File: config.mk
export PLATFORM = sky130hd
export DESIGN_NAME = mem_arbiter_flat
export DESIGN_NICKNAME = d
export VERILOG_FILES = /design/src/rtl/mem_arbiter_if.sv /design/src/rtl/mem_arbiter.sv /design/src/flat_wrapper.sv
export SDC_FILE = /design/constraint.sdc
export NUM_CORES = 1
export LEC_CHECK = 0
export CAP_MARGIN = 30
export CORE_AREA = 2 2 130 132
export CTS_CLUSTER_SIZE = 25
export DETAILED_ROUTE_END_ITERATION = 8
export DIE_AREA = 0 0 132 134
export PLACE_DENSITY = 0.71
export SLEW_MARGIN = 25
export SYNTH_ARGS = -nofsm -noshare
export SYNTH_HDL_FRONTEND = slang
export SYNTH_SLANG_ARGS = --single-unit
File: constraint.sdc
create_clock -name clk -period 4.1 [get_ports clk]
set_input_delay 1.025 -clock clk [delete_from_list [all_inputs] [get_ports clk]]
set_output_delay 1.025 -clock clk [all_outputs]
set_load 0.005 [all_outputs]
File: src/rtl/mem_arbiter_if.sv
// -----------------------------------------------------------------------------
// mem_arbiter_if
// Bundles the requester-side and Avalon-side signals of mem_arbiter.
//
// Requester side (3 requesters, 32-bit address/data, flattened 3x32):
//   req_address, req_writedata  96  requester i at bits [32i+31:32i]
//   req_read, req_write          3  per-requester strobes
//   req_readdata                32  Avalon read data broadcast to requesters
//   req_waitrequest              3  per-requester stall
// Avalon master side:
//   avm_address, avm_writedata  32  registered command
//   avm_read, avm_write          1  registered strobes
//   avm_readdata                32  read data from the slave
//   avm_waitrequest              1  slave stall
//
// Modports:
//   slave  - the arbiter's view (requester inputs, Avalon outputs)
//   master - the environment's view (drives requesters and Avalon slave)
// -----------------------------------------------------------------------------
interface mem_arbiter_if;
    logic [95:0] req_address;
    logic [95:0] req_writedata;
    logic [2:0]  req_read;
    logic [2:0]  req_write;
    logic [31:0] req_readdata;
    logic [2:0]  req_waitrequest;
    logic [31:0] avm_address;
    logic [31:0] avm_writedata;
    logic        avm_read;
    logic        avm_write;
    logic [31:0] avm_readdata;
    logic        avm_waitrequest;

    modport slave (
        input  req_address,
        input  req_writedata,
        input  req_read,
        input  req_write,
        output req_readdata,
        output req_waitrequest,
        output avm_address,
        output avm_writedata,
        output avm_read,
        output avm_write,
        input  avm_readdata,
        input  avm_waitrequest
    );

    modport master (
        output req_address,
        output req_writedata,
        output req_read,
        output req_write,
        input  req_readdata,
        input  req_waitrequest,
        input  avm_address,
        input  avm_writedata,
        input  avm_read,
        input  avm_write,
        output avm_readdata,
        output avm_waitrequest
    );
endinterface

File: src/rtl/mem_arbiter.sv
// -----------------------------------------------------------------------------
// mem_arbiter
// Arbitrates three requesters (0 = instruction register, 1 = program counter,
// 2 = register-file fetch) onto a single Avalon-MM master port. Only one
// Avalon transfer is outstanding at a time; each transfer is followed by one
// IDLE cycle.
//
// Ports:
//   clk     in   main clock
//   rst     in   synchronous active-low reset
//   bus     if   mem_arbiter_if.slave (requester + Avalon signals)
//   grant   out  one-hot owner of the current transfer, 0 when idle
//   cmd_err out  sticky: a winning requester asserted read and write together
//
// Configuration:
//   MEM_ARBITER_ROUND_ROBIN_EN defined   -> round-robin arbitration, search
//                                           starts after the last granted
//                                           requester
//   MEM_ARBITER_ROUND_ROBIN_EN undefined -> fixed priority 0 > 1 > 2
// -----------------------------------------------------------------------------
module mem_arbiter (
    input  logic          clk,
    input  logic          rst,
    mem_arbiter_if.slave  bus,
    output logic [2:0]    grant,
    output logic          cmd_err
);

    typedef enum logic [0:0] {
        ST_IDLE = 1'b0,
        ST_BUSY = 1'b1
    } state_t;

    state_t      state_q,         state_d;
    logic [2:0]  grant_q,         grant_d;
    logic        avm_read_q,      avm_read_d;
    logic        avm_write_q,     avm_write_d;
    logic [31:0] avm_address_q,   avm_address_d;
    logic [31:0] avm_writedata_q, avm_writedata_d;
    logic        cmd_err_q,       cmd_err_d;

    logic [2:0]  req_s;
    logic        win_valid_s;
    logic [1:0]  win_idx_s;
    logic        win_rd_s;
    logic        win_wr_s;
    logic [2:0]  done_mask_s;

`ifdef MEM_ARBITER_ROUND_ROBIN_EN
    logic [1:0]  last_grant_q,    last_grant_d;

    // Next requester index after idx, wrapping 2 -> 0.
    function automatic logic [1:0] next_idx(input logic [1:0] idx);
        logic [1:0] nxt;
        if (idx == 2'd2) begin
            nxt = 2'd0;
        end else begin
            nxt = idx + 2'd1;
        end
        return nxt;
    endfunction

    // Round-robin pick: search starts at the requester after 'last'.
    function automatic logic [1:0] rr_pick(input logic [2:0] req, input logic [1:0] last);
        logic [1:0] idx0;
        logic [1:0] idx1;
        logic [1:0] idx2;
        logic [1:0] pick;
        idx0 = next_idx(last);
        idx1 = next_idx(idx0);
        idx2 = next_idx(idx1);
        if (req[idx0]) begin
            pick = idx0;
        end else if (req[idx1]) begin
            pick = idx1;
        end else begin
            pick = idx2;
        end
        return pick;
    endfunction
`else
    // Fixed priority pick: lowest index wins.
    function automatic logic [1:0] fixed_pick(input logic [2:0] req);
        logic [1:0] pick;
        if (req[0]) begin
            pick = 2'd0;
        end else if (req[1]) begin
            pick = 2'd1;
        end else begin
            pick = 2'd2;
        end
        return pick;
    endfunction
`endif

    // A requester is active while either of its strobes is high.
    assign req_s       = bus.req_read | bus.req_write;
    assign win_valid_s = |req_s;

`ifdef MEM_ARBITER_ROUND_ROBIN_EN
    assign win_idx_s = rr_pick(req_s, last_grant_q);
`else
    assign win_idx_s = fixed_pick(req_s);
`endif

    // A simultaneous read+write from the winner is issued as a write only.
    assign win_wr_s = bus.req_write[win_idx_s];
    assign win_rd_s = bus.req_read[win_idx_s] & ~bus.req_write[win_idx_s];

    // Only the owner of a completing transfer is released; a requester that
    // withdrew is not requesting, so its stall is already low.
    assign done_mask_s = ((state_q == ST_BUSY) && !bus.avm_waitrequest) ? grant_q : 3'b000;
    assign bus.req_waitrequest = req_s & ~done_mask_s;
    assign bus.req_readdata    = bus.avm_readdata;

    assign bus.avm_address   = avm_address_q;
    assign bus.avm_writedata = avm_writedata_q;
    assign bus.avm_read      = avm_read_q;
    assign bus.avm_write     = avm_write_q;
    assign grant             = grant_q;
    assign cmd_err           = cmd_err_q;

    // Next-state and command latching for the IDLE/BUSY transfer FSM.
    always_comb begin
        state_d         = state_q;
        grant_d         = grant_q;
        avm_read_d      = avm_read_q;
        avm_write_d     = avm_write_q;
        avm_address_d   = avm_address_q;
        avm_writedata_d = avm_writedata_q;
        cmd_err_d       = cmd_err_q;
`ifdef MEM_ARBITER_ROUND_ROBIN_EN
        last_grant_d    = last_grant_q;
`endif
        case (state_q)
            ST_IDLE: begin
                if (win_valid_s) begin
                    state_d         = ST_BUSY;
                    grant_d         = 3'b001 << win_idx_s;
                    avm_address_d   = bus.req_address[{win_idx_s, 5'b00000} +: 32];
                    avm_writedata_d = bus.req_writedata[{win_idx_s, 5'b00000} +: 32];
                    avm_read_d      = win_rd_s;
                    avm_write_d     = win_wr_s;
`ifdef MEM_ARBITER_ROUND_ROBIN_EN
                    last_grant_d    = win_idx_s;
`endif
                    if (bus.req_read[win_idx_s] && bus.req_write[win_idx_s]) begin
                        cmd_err_d = 1'b1;
                    end else begin
                        cmd_err_d = cmd_err_q;
                    end
                end else begin
                    state_d = ST_IDLE;
                end
            end
            ST_BUSY: begin
                // Address and writedata deliberately hold after completion.
                if (!bus.avm_waitrequest) begin
                    state_d     = ST_IDLE;
                    grant_d     = 3'b000;
                    avm_read_d  = 1'b0;
                    avm_write_d = 1'b0;
                end else begin
                    state_d = ST_BUSY;
                end
            end
            default: begin
                state_d     = ST_IDLE;
                grant_d     = 3'b000;
                avm_read_d  = 1'b0;
                avm_write_d = 1'b0;
            end
        endcase
    end

    // State and output registers with synchronous active-low reset.
    always_ff @(posedge clk) begin
        if (!rst) begin
            state_q         <= ST_IDLE;
            grant_q         <= 3'b000;
            avm_read_q      <= 1'b0;
            avm_write_q     <= 1'b0;
            avm_address_q   <= 32'h0000_0000;
            avm_writedata_q <= 32'h0000_0000;
            cmd_err_q       <= 1'b0;
`ifdef MEM_ARBITER_ROUND_ROBIN_EN
            last_grant_q    <= 2'd2;
`endif
        end else begin
            state_q         <= state_d;
            grant_q         <= grant_d;
            avm_read_q      <= avm_read_d;
            avm_write_q     <= avm_write_d;
            avm_address_q   <= avm_address_d;
            avm_writedata_q <= avm_writedata_d;
            cmd_err_q       <= cmd_err_d;
`ifdef MEM_ARBITER_ROUND_ROBIN_EN
            last_grant_q    <= last_grant_d;
`endif
        end
    end

endmodule

File: src/flat_wrapper.sv
// flat-port wrapper written by rule: the top's interface ports become plain ports
module mem_arbiter_flat 
  (clk, rst, grant, cmd_err, bus_req_address, bus_req_writedata, bus_req_read, bus_req_write, bus_req_readdata, bus_req_waitrequest, bus_avm_address, bus_avm_writedata, bus_avm_read, bus_avm_write, bus_avm_readdata, bus_avm_waitrequest);
  mem_arbiter_if bus_i ();
  input  logic clk;
  input  logic rst;
  output logic [2:0] grant;
  output logic cmd_err;
  input wire logic [$bits(bus_i.req_address)-1:0] bus_req_address;
  input wire logic [$bits(bus_i.req_writedata)-1:0] bus_req_writedata;
  input wire logic [$bits(bus_i.req_read)-1:0] bus_req_read;
  input wire logic [$bits(bus_i.req_write)-1:0] bus_req_write;
  output wire logic [$bits(bus_i.req_readdata)-1:0] bus_req_readdata;
  output wire logic [$bits(bus_i.req_waitrequest)-1:0] bus_req_waitrequest;
  output wire logic [$bits(bus_i.avm_address)-1:0] bus_avm_address;
  output wire logic [$bits(bus_i.avm_writedata)-1:0] bus_avm_writedata;
  output wire logic [$bits(bus_i.avm_read)-1:0] bus_avm_read;
  output wire logic [$bits(bus_i.avm_write)-1:0] bus_avm_write;
  input wire logic [$bits(bus_i.avm_readdata)-1:0] bus_avm_readdata;
  input wire logic [$bits(bus_i.avm_waitrequest)-1:0] bus_avm_waitrequest;
  assign bus_i.req_address = bus_req_address;
  assign bus_i.req_writedata = bus_req_writedata;
  assign bus_i.req_read = bus_req_read;
  assign bus_i.req_write = bus_req_write;
  assign bus_req_readdata = bus_i.req_readdata;
  assign bus_req_waitrequest = bus_i.req_waitrequest;
  assign bus_avm_address = bus_i.avm_address;
  assign bus_avm_writedata = bus_i.avm_writedata;
  assign bus_avm_read = bus_i.avm_read;
  assign bus_avm_write = bus_i.avm_write;
  assign bus_i.avm_readdata = bus_avm_readdata;
  assign bus_i.avm_waitrequest = bus_avm_waitrequest;
  mem_arbiter u_core (.clk(clk), .rst(rst), .bus(bus_i), .grant(grant), .cmd_err(cmd_err));
endmodule
==> impl_results.md <==
* Status: complete, no violations
* Cell Pwr Density at 305 mW/mm2
* Area of the multi-input gates at roughly 0.0020 mm2
* Wire length on met2 at 6.13 mm
* Fin crit share at 81.4%
* Resize count post-CTS at 0
* Deepest clock path buffer count at 2
* Crit end category: output port
* Critical Path, Cell by Cell: clkdlybuf4s50_1, nor2_4, a21oi_1, clkdlybuf4s50_1
* Initial antenna violation count at 0
* Internal at between 1500 and 2000 uW
* Clock net sink count at 71
* Fin crit period at 3340 ps
* Worst EP arrival at 2310 ps
* Mapped Nets at 659
* Worst-margin pin slew at 801 ps
* Startpoint types: primary input
* # setup viols final at 0
* RSZ-0062 raised after global routing: false
* GP Congestion at 0.786
* Worst EP required at 3070 ps
* Reg clk slew, reported paths at about 60 ps
* CTS buffer count at 9
* Post-DP HPWL at between 9 and 10 mm
* Layout cells sized above 1 at 3.99%
* Routed Antenna Nets at 0
* Flops & latches, synth at 71
* Ys Warns at 0
* Ports at approximately 340
* Crit path top cell by count: clkdlybuf4s50_1
* Cells after Synth at 426
* Most common cell after layout, fill and taps aside: clkdlybuf4s50_1
* Largest net degree at the start of global routing at 67
* Via count at 3,876
* Starting Density at 23.5%
* CTS tree: done
* Clk Tree Root Cell: clkbuf_16
* Initial DRC Count at ~140
* WL final at 12.9 mm
* Final Hold Viols at 0
* Commonest non-fill, non-tap cells in the layout: clkdlybuf4s50_1, dfxtp_1, nor2_1, a21oi_1, a22o_1
* Hold Crit Class: flip-flop to flip-flop
* Switch share at 24.2%
* Gr usage total at 14.6%
* CP peak stage delay at 580 ps
* Worst hold margin at roughly 460 ps
* Vias in the first global route at around 3,800
* Combinational Power Share at 26.6%
* Clock share of power at approximately 35%
* Clk Latency, worst-skew pair at 330 ps
* Hold buffer count at cts at 0
* Met3 wire length at between 1 and 1.5 mm
* # fillers at 1,658
* Critical path type: primary input to output port
* Achievable frequency at 0.300 GHz
* First-pass GRT wire length at between 20 and 25 mm
* Die W at 132 um
* Max-cap violation count at 0
* CP max-delay cell: clkdlybuf4s50_1
* Sequential power share at between 30% and 40%
* GRT Residual Overflow at 0
* Die area at 0.0177 mm2
* Vias per inst at 4.45
* H-tree Lvls at 3
* Chip height at 134 um
* Drt wl/cell at about 15 um
* Met1 WL at ~5.4 mm
* Core area at roughly 0.016 mm2
* Synth unique cells at 25
* DRT Pass-1 Iters at 4
* Register area share after synthesis at between 30 and 40%
* VDD IR max at 0.178 mV
* Max Used Layer: met4
* Worst Skew at 5.83 ps
* Diode count at 0
* Worst-path fanout max at 4
* Mapped Avg Cell Area at 8.97 um2
* Slew headroom at between 40 and 50%
* Final #Nets at 882
* FP Rows at 47
* Leak Pwr at 0.00259 uW
* Fin Setup TNS at 0 ps
* Sw power at 498 uW
* Slew Limit Fails at 0
* Port Buffers at 273
* Post-CTS setup buffers at 0
* FF/Latch Area at 0.00142 mm2
* DRC violations left at 0
* Synth-to-Final Area Change at 76.5%
* Mapped cell area at 0.00382 mm2
-- kinds of logic after synthesis --
kind of cell | synth area share (%)
muxes | 16.8
buffers and inverters | 11.8
DFF | 37.2
and+or+nand+nor | 8.29
AOI/OAI and AO/OA | 25.9
-- cell usage after synthesis --
master    count  area, um2
a211oi_1      1       7.51
a21oi_1      67        335
a221o_1       1       10.0
a221oi_1      1       8.76
a22o_1       65        569
a32o_1        1       10.0
buf_1         1       3.75
buf_2         6       30.0
buf_4        40        300
buf_6         4       45.0
clkbuf_1     16       60.1
dfxtp_1      71       1420
inv_1         3       11.3
mux2i_1      64        641
nand2_1       3       11.3
nand2b_1      2       12.5
nand3_1       1       5.00
nor2_1       71        267
nor3_2        1       10.0
o21a_1        2       15.0
o21ai_0       1       5.00
o21ai_1       1       5.00
o41ai_1       1       8.76
o41ai_2       1       16.3
or4_4         1       11.3
-- per-stage QoR --
| step | worst slack [ps] | cell area (um2) | instances | power, uW | utilization, % |
|---|---|---|---|---|---|
| 2_1_floorplan | 1220 | 3820 | 426 | 1020 | - |
| 3_3_place_gp | 758 | 6470 | 858 | 1340 | 39.7 |
| 4_1_cts | 741 | 6740 | 871 | 2100 | 41.4 |
| 3_5_place_dp | 747 | 6470 | 858 | 1350 | 39.7 |
| 6_report | 761 | 6740 | 871 | 2060 | 41.4 |
| 5_1_grt | 678 | 6740 | 871 | 2170 | 41.4 |
-- sequential cells by signal (all words and copies together) (netlist names) --
name and flops:
u_core.bus.avm_address 32, u_core.bus.avm_read 1, u_core.bus.avm_write 1, u_core.bus.avm_writedata 32
u_core.cmd_err 1, u_core.grant 3, u_core.state_q 1
-- power by group through the flow --
stage,registers (uW),logic (uW),clock network (uW)
CTS,783,554,761
global route,790,593,789
global placement,796,548,0
floorplan,799,223,0
detailed placement,796,552,0
finish,783,547,727
-- worst paths after layout --
check	from	endpoint	slack (ps)	depth (start not counted)
setup / recovery	bus_req_write[1]	bus_req_waitrequest[1]	760	4
hold / removal	u_core.bus.avm_write	u_core.bus.avm_write	460	2
setup reg to reg	u_core.state_q	u_core.bus.avm_address[17]	2040	4
hold reg to reg	u_core.bus.avm_write	u_core.bus.avm_write	460	2
-- critical path, delay by kind of cell --
kind                   cells  cell delay, ps
buffers and inverters      2            1090
AO/OA/AOI/OAI              1             110
AND/OR/NAND/NOR            1              80
-- layout make-up --
class / count / share of cell area [%]
Clock buffer: 12 / 3.95
Timing Repair Buffer: 279 / 41.4
Multi-Input combinational cell: 285 / 29.3
Tap cell: 220 / 4.08
Inverter: 3 / 0.167
Clock inverter: 1 / 0.0742
Sequential cell: 71 / 21.1
-- metal layers --
metal	global-route usage [%]	up-vias
li1	-	1957
met4	6.28	0
met5	0	-
met2	23.6	159
met3	6.24	30
met1	16.9	1730
(Power assumes the default switching activity.)
